`config.mk`:
```
export PLATFORM = sky130hd
export DESIGN_NAME = rdlvl_resp_agg
export DESIGN_NICKNAME = d
export VERILOG_FILES = /design/src/rtl/rdlvl_resp_agg_pkg.sv /design/src/rtl/rdlvl_lane_status.sv /design/src/rtl/rdlvl_resp_agg.sv
export SDC_FILE = /design/constraint.sdc
export NUM_CORES = 1
export LEC_CHECK = 0
export CORE_ASPECT_RATIO = 0.5
export CORE_MARGIN = 1
export CORE_UTILIZATION = 47
export CTS_CLUSTER_DIAMETER = 40
export DETAILED_ROUTE_END_ITERATION = 10
export GPL_TIMING_DRIVEN = 0
export PLACE_DENSITY = 0.84
export SYNTH_ARGS = -nofsm -noshare
export SYNTH_HDL_FRONTEND = slang
export SYNTH_SLANG_ARGS = --single-unit
export TNS_END_PERCENT = 1
```
`constraint.sdc`:
```
create_clock -name SCLK -period 2.3 [get_ports SCLK]
set_input_delay 0.345 -clock SCLK [delete_from_list [all_inputs] [get_ports SCLK]]
set_output_delay 0.345 -clock SCLK [all_outputs]
set_load 0.1 [all_outputs]
```
`src/rtl/rdlvl_resp_agg_pkg.sv`:
```
`default_nettype none
// ============================================================================
// Module   : rdlvl_resp_agg_pkg
// Brief    : Shared constants, FSM encoding and helpers for read-level
//            response aggregation.
// Revision : 1.0 - initial release
// ============================================================================
package rdlvl_resp_agg_pkg;

    localparam int MAX_DQS_LANES = 9;
    localparam int CNT_W         = 16;

    typedef enum logic [1:0] {
        ST_IDLE          = 2'd0,
        ST_TRAIN         = 2'd1,
        ST_RESP          = 2'd2,
        ST_WAIT_DEASSERT = 2'd3
    } state_t;

    function automatic logic [CNT_W-1:0] sat_inc(input logic [CNT_W-1:0] value);
        return (&value) ? value : value + CNT_W'(1);
    endfunction

endpackage
`default_nettype wire

```
`src/rtl/rdlvl_lane_status.sv`:
```
`default_nettype none
// ============================================================================
// Module   : rdlvl_lane_status
// Brief    : Sticky done/error flags for one DQS lane during read training.
// Revision : 1.0 - initial release
// ============================================================================
module rdlvl_lane_status (
    input  logic clk,
    input  logic rst_n,
    input  logic i_clear,
    input  logic i_enable,
    input  logic i_resp,
    input  logic i_err,
    output logic o_done,
    output logic o_err,
    output logic o_done_next,
    output logic o_err_next
);

    logic r_done;
    logic r_err;
    logic w_done_next;
    logic w_err_next;

    // The next-state values are exported so the aggregator can decide
    // completion in the same cycle the last lane reports.
    assign w_done_next = i_clear ? 1'b0 : (r_done | (i_enable & i_resp));
    assign w_err_next  = i_clear ? 1'b0 : (r_err  | (i_enable & i_err));

    always_ff @(posedge clk or negedge rst_n) begin
        if (!rst_n) begin
            r_done <= 1'b0;
            r_err  <= 1'b0;
        end else begin
            r_done <= w_done_next;
            r_err  <= w_err_next;
        end
    end

    assign o_done      = r_done;
    assign o_err       = r_err;
    assign o_done_next = w_done_next;
    assign o_err_next  = w_err_next;

endmodule
`default_nettype wire

```
`src/rtl/rdlvl_resp_agg.sv`:
```
`default_nettype none
// ============================================================================
// Module   : rdlvl_resp_agg
// Brief    : Aggregates per-lane read-level / read-gate training responses
//            into a single DFI response with error, timeout and status.
// Revision : 1.0 - initial release
// ============================================================================
module rdlvl_resp_agg
    import rdlvl_resp_agg_pkg::*;
#(
    parameter int IOG_DQS_LANES = 9
) (
    input  logic                     SCLK,
    input  logic                     reset_n,
    input  logic                     dfi_rdlvl_en,
    input  logic                     dfi_rdlvl_gate_en,
    input  logic [IOG_DQS_LANES-1:0] dfi_rdlvl_resp_internal,
    input  logic [IOG_DQS_LANES-1:0] rd_training_error,
    input  logic [IOG_DQS_LANES-1:0] lane_mask,
    input  logic [CNT_W-1:0]         timeout_cycles,
    output logic                     dfi_rdlvl_resp,
    output logic                     rdlvl_error,
    output logic                     rdlvl_timeout,
    output logic                     rdlvl_gate_mode,
    output logic [IOG_DQS_LANES-1:0] lane_done_status,
    output logic [IOG_DQS_LANES-1:0] lane_err_status,
    output logic [CNT_W-1:0]         train_cycles
);

    state_t                   r_state;
    state_t                   w_state_next;
    logic [IOG_DQS_LANES-1:0] r_mask;
    logic [IOG_DQS_LANES-1:0] w_done_next;
    logic [IOG_DQS_LANES-1:0] w_err_next;
    logic [CNT_W-1:0]         r_train_cycles;
    logic                     r_gate_mode;
    logic                     r_error;
    logic                     r_timeout;
    logic                     w_req;
    logic                     w_start;
    logic                     w_in_train;
    logic                     w_complete;
    logic                     w_expire;

    assign w_req      = dfi_rdlvl_en | dfi_rdlvl_gate_en;
    assign w_start    = (r_state == ST_IDLE) & w_req;
    assign w_in_train = (r_state == ST_TRAIN);
    assign w_complete = &(w_done_next | ~r_mask);
    assign w_expire   = (timeout_cycles != '0) &&
                        (r_train_cycles == (timeout_cycles - CNT_W'(1)));

    generate
        for (genvar i = 0; i < IOG_DQS_LANES; i++) begin : g_lane
            rdlvl_lane_status u_lane_status (
                .clk         (SCLK),
                .rst_n       (reset_n),
                .i_clear     (w_start),
                .i_enable    (w_in_train),
                .i_resp      (dfi_rdlvl_resp_internal[i]),
                .i_err       (rd_training_error[i]),
                .o_done      (lane_done_status[i]),
                .o_err       (lane_err_status[i]),
                .o_done_next (w_done_next[i]),
                .o_err_next  (w_err_next[i])
            );
        end
    endgenerate

    always_comb begin
        w_state_next = r_state;
        case (r_state)
            ST_IDLE: begin
                if (w_req) w_state_next = ST_TRAIN;
            end
            ST_TRAIN: begin
                if (!w_req)                      w_state_next = ST_IDLE;
                else if (w_complete || w_expire) w_state_next = ST_RESP;
            end
            ST_RESP: begin
                if (!w_req) w_state_next = ST_WAIT_DEASSERT;
            end
            // One dead cycle so a request re-raised right after the drop
            // cannot start a new training back-to-back.
            ST_WAIT_DEASSERT: w_state_next = ST_IDLE;
            default:          w_state_next = ST_IDLE;
        endcase
    end

    always_ff @(posedge SCLK or negedge reset_n) begin
        if (!reset_n) begin
            r_state        <= ST_IDLE;
            r_mask         <= '0;
            r_train_cycles <= '0;
            r_gate_mode    <= 1'b0;
            r_error        <= 1'b0;
            r_timeout      <= 1'b0;
        end else begin
            r_state <= w_state_next;
            if (w_start) begin
                r_mask         <= lane_mask;
                r_gate_mode    <= dfi_rdlvl_gate_en;
                r_train_cycles <= '0;
                r_error        <= 1'b0;
                r_timeout      <= 1'b0;
            end else if (w_in_train) begin
                r_train_cycles <= sat_inc(r_train_cycles);
                if (w_req && (w_complete || w_expire)) begin
                    r_error   <= |(w_err_next & r_mask);
                    r_timeout <= ~w_complete;
                end
            end
        end
    end

    assign dfi_rdlvl_resp  = (r_state == ST_RESP);
    assign rdlvl_error     = r_error;
    assign rdlvl_timeout   = r_timeout;
    assign rdlvl_gate_mode = r_gate_mode;
    assign train_cycles    = r_train_cycles;

endmodule
`default_nettype wire

```
==> results.txt <==
The final worst setup slack came out at -0.00540 ns. In the synthesized netlist, the number of instances is 323. For this run, the total global-route usage over all layers was measured as 24.6%. The number of DRC markers after the initial detailed-route iteration came out at 120.

CTS saw 48 sinks. The logs give 46 for the count of cell types in the netlist and 19 for the count of standard-cell rows. The number of setup violations in the final report was 1; the end-of-flow core utilization was 73.5%. The finished layout holds 493 standard cells, fillers aside. Classification of the worst-slack hold path: primary input to async pin. The die covers 0.00637 mm2.

The run finished, with violations left. The post-synthesis mux area share was 0.397%. For this run, the leading register cell type out of synthesis is dfrtp_1.

The logs give 4 for the number of remaining DRC errors and 0.489 ns for the worst hold slack. The share of the synthesized area in compound gates (AO/OA/AOI/OAI) came out at 15.6%. The final count of pins violating max slew was 0; the pin count of the biggest net entering global routing was 38. The deepest clock path buffer count was 2; the biggest fanout along the worst timing path was 3. The clock reaches the later pin of the worst-skew pair after 0.28 ns. The synthesized design contains 0 enable-type register cells. The H-tree was split into 2 levels. The multi-input combinational cells in the finished layout cover a total of 0.00158 mm2. The area share of fa/ha/maj cells after synthesis is 1.32%, and the final RePlAce weighted congestion is 0.849. Wires add up to 7980 um. The number of global-route vias before repair came out at 2778. TritonCTS built the clock tree.

The CTS buffer count was 5; the async set or reset register ratio after synthesis was 100%. The sequential cell area is 0.00122 mm2, and the final cell area excluding filler cells is 0.00414 mm2. Relative to the synthesized area, the layout overhead comes to 46.0%.

Worst supply voltage drop on vdd: 0.669 mV. By area the synthesized netlist is led by dfrtp_1, xnor2_1, nand2_1. In this run the clock root is driven by a clkbuf_16. Dominant cell type by area after synthesis: dfrtp_1. The synthesized netlist devotes 22.9% of its cell area to simple gates.

Dividing total power by cell area gives a power density of 1350 mW/mm2. The post-route netlist has 17.9% of its cells at a drive strength greater than 1. The die is 56.9 um tall.

Sorting the synthesized cells by how often they occur yields dfrtp_1, nand2_1, nor2_1. Once detail routing completed, the nets flagged for antenna violations numbered 0. In this run the mean area of a mapped cell was 8.78 um2. The total standard cell area after synthesis is 0.00284 mm2. The relative max-transition margin is 33.7%, and the number of ports placed on the die boundary is 85. STA puts the critical path data arrival time at 2.46 ns. The run gives 8 as the number of optimization iterations in the first detailed-route pass. The logs give 0 for the max-capacitance violation count and 481 for the cell total after placement. The clock arrives with 0.00512 ns of skew. The tools report the floorplan core area as 0.00563 mm2. The run gives 0.00380 mm2 as the cell area after placement. For the achievable frequency, the log shows 434 MHz. At the worst endpoint, the required time is 2.45 ns. During placement, the flow inserted port buffers numbering 84. When the netlist entered floorplanning its net count stood at 373. After detailed routing, the number of vias per cell comes to 5.64. The synthesized netlist devotes 10.5% of its cell area to XOR and XNOR gates. The overall via count from detail_route was 2781; the worst-case setup slack after placement was -0.684 ns. The share of synthesized area in the top cell type comes to 42.4%. STA classifies the critical path endpoint as a flop. The first global-routing pass estimated 12400 um of wire.

The critical path is of the primary input to flop type. The number of antenna violations at the first check in global routing is 0. The initial utilization of the core area, before any placement, comes to 50.3%. In this run the static leakage power is 1.82 nW. For the pin with the worst max-slew slack, the measured transition is 0.991 ns. Setup repair after global routing could not meet its margin everywhere. Summed over all nets, the half-perimeter wirelength after detailed placement is 5820 um. Counting flops and latches in the post-synthesis netlist gives 48.

For the number of hold violations in the final report, the log shows 0. The final layout contains 469 nets. dfrtp_1 is the most common cell in the netlist. The antenna diode count was 0. In this run the horizontal extent of the chip is 112 um.

Global routing finished with a remaining overflow of 0. The checks that failed: design-rule violations, negative setup slack. The per-cell routed wire length works out to 16.2 um. The final critical path takes up 100% of the cycle.

For this run, the number of Yosys warnings is 0. STA classifies the critical path startpoint as a primary input. After clock tree synthesis, the clock-pin slew on the worst setup and hold paths is 0.06 ns. Share of synthesized area occupied by flip-flops and latches: 42.4%. Fill cells in the final layout number 419.

The combinational family with the most area after synthesis is simple AND/OR/NAND/NOR gates. Counting I/O delays and the setup requirement, the final critical path takes 2.31 ns.
-- power breakdown --
part / switching, W / internal, W
clock network: 0.000283 / 0.000433
logic: 0.00242 / 0.00101
registers: 0.000270 / 0.00115
-- per-stage QoR --
stage | power (W) | setup TNS [ns]
5_1_grt | 0.00581 | -0.209
3_3_place_gp | 0.00467 | -21.97
3_5_place_dp | 0.00476 | -4.41
2_1_floorplan | 0.00394 | -0.00483
4_1_cts | 0.00550 | -0.564
6_report | 0.00557 | -0.00540
-- worst paths after layout --
kind                            cells after the start                          end  slack, ns                         from
worst min-delay path                                2  train_cycles[8]$_DFFE_PN0P_       0.49                      reset_n
max in group asynchronous                           3  train_cycles[0]$_DFFE_PN0P_       1.32                      reset_n
worst min register to register                      1  rdlvl_gate_mode$_DFFE_PN0P_       0.50  rdlvl_gate_mode$_DFFE_PN0P_
worst max register to register                      7      rdlvl_error$_DFFE_PN0P_       0.09                         flop
min in group SCLK                                   1  rdlvl_gate_mode$_DFFE_PN0P_       0.50  rdlvl_gate_mode$_DFFE_PN0P_
worst max-delay path                               11    rdlvl_timeout$_DFFE_PN0P_     -0.005           timeout_cycles[13]
-- placed cells by master, fill, tap and decap left out, types with 3 or more instances in the layout --
cell type        Yosys  layout
a21oi_1             21      21
a222oi_1             3       3
a22o_1               5       5
and3_1               4       3
and4_1               3       3
buf_2                3       3
buf_4               18      24
clkbuf_1             3       4
clkbuf_16            0       5
clkdlybuf4s50_1      0      65
dfrtp_1             48      35
dfrtp_2              0      13
dlymetal6s2s_1       0      13
inv_1                7       5
nand2_1             44      44
nand3_1             12      12
nand4_1              3       3
nor2_1              39      38
nor2b_1              5       4
nor3_4               0       3
nor4_4               1       3
o21ai_0             18      16
o21ai_1              3       5
or3_1                3       3
xnor2_1             20      19
xor2_1              14      14
-- logic make-up after synthesis --
kind of cell / after synthesis
fa+ha+maj: 3
flops: 48
simple gates: 133
buf+inv: 33
xor+xnor: 34
mux: 1
compound gates: 71
-- sequential cells by signal, indices dropped and copies added, names as in the netlist, named ones only --
signal / flops
g_lane.u_lane_status.o_err: 9
g_lane.u_lane_status.o_done: 9
r_state: 1
train_cycles: 16
r_mask: 9
rdlvl_error: 1
rdlvl_gate_mode: 1
rdlvl_timeout: 1
-- critical path, stage by stage --
cell	delay [ns]
clkdlybuf4s50_1	0.45
nor4_2	0.28
nand2_1	0.16
buf_4	0.18
o31a_1	0.28
o221ai_2	0.18
nor4_2	0.06
buf_4	0.15
and3_4	0.17
a21oi_1	0.14
a21oi_1	0.05
-- final cells by class --
cell class                 instances  share of cell area (%)
buffer                            26                    4.23
timing repair buffer              89                    21.9
sequential                        48                    29.4
multi-input combinational        242                    38.1
inverter                           7                   0.635
tap                               73                    2.21
clock buffer                       8                    3.54
-- metal layers --
layer / wire, um / global-route usage (%) / vias to the layer above / part of all wire [%]
met5: 0 / 0 / - / 0
met4: 184 / 8.30 / 0 / 2.3
met3: 397 / 4.00 / 20 / 5.0
met2: 4140 / 46.9 / 108 / 52
met1: 3250 / 28.6 / 1354 / 41
li1: - / - / 1299 / -
-- what timing repair did --
action | in CTS | in global routing
hold buffers | 1 | 0
pin swaps | 2 | 11
buffers inserted | 0 | 3
hold endpoints to repair | 11 | 0
resized for setup | 10 | 45
setup endpoints to repair | 7 | 10
Power figures use the tool's default switching activity.
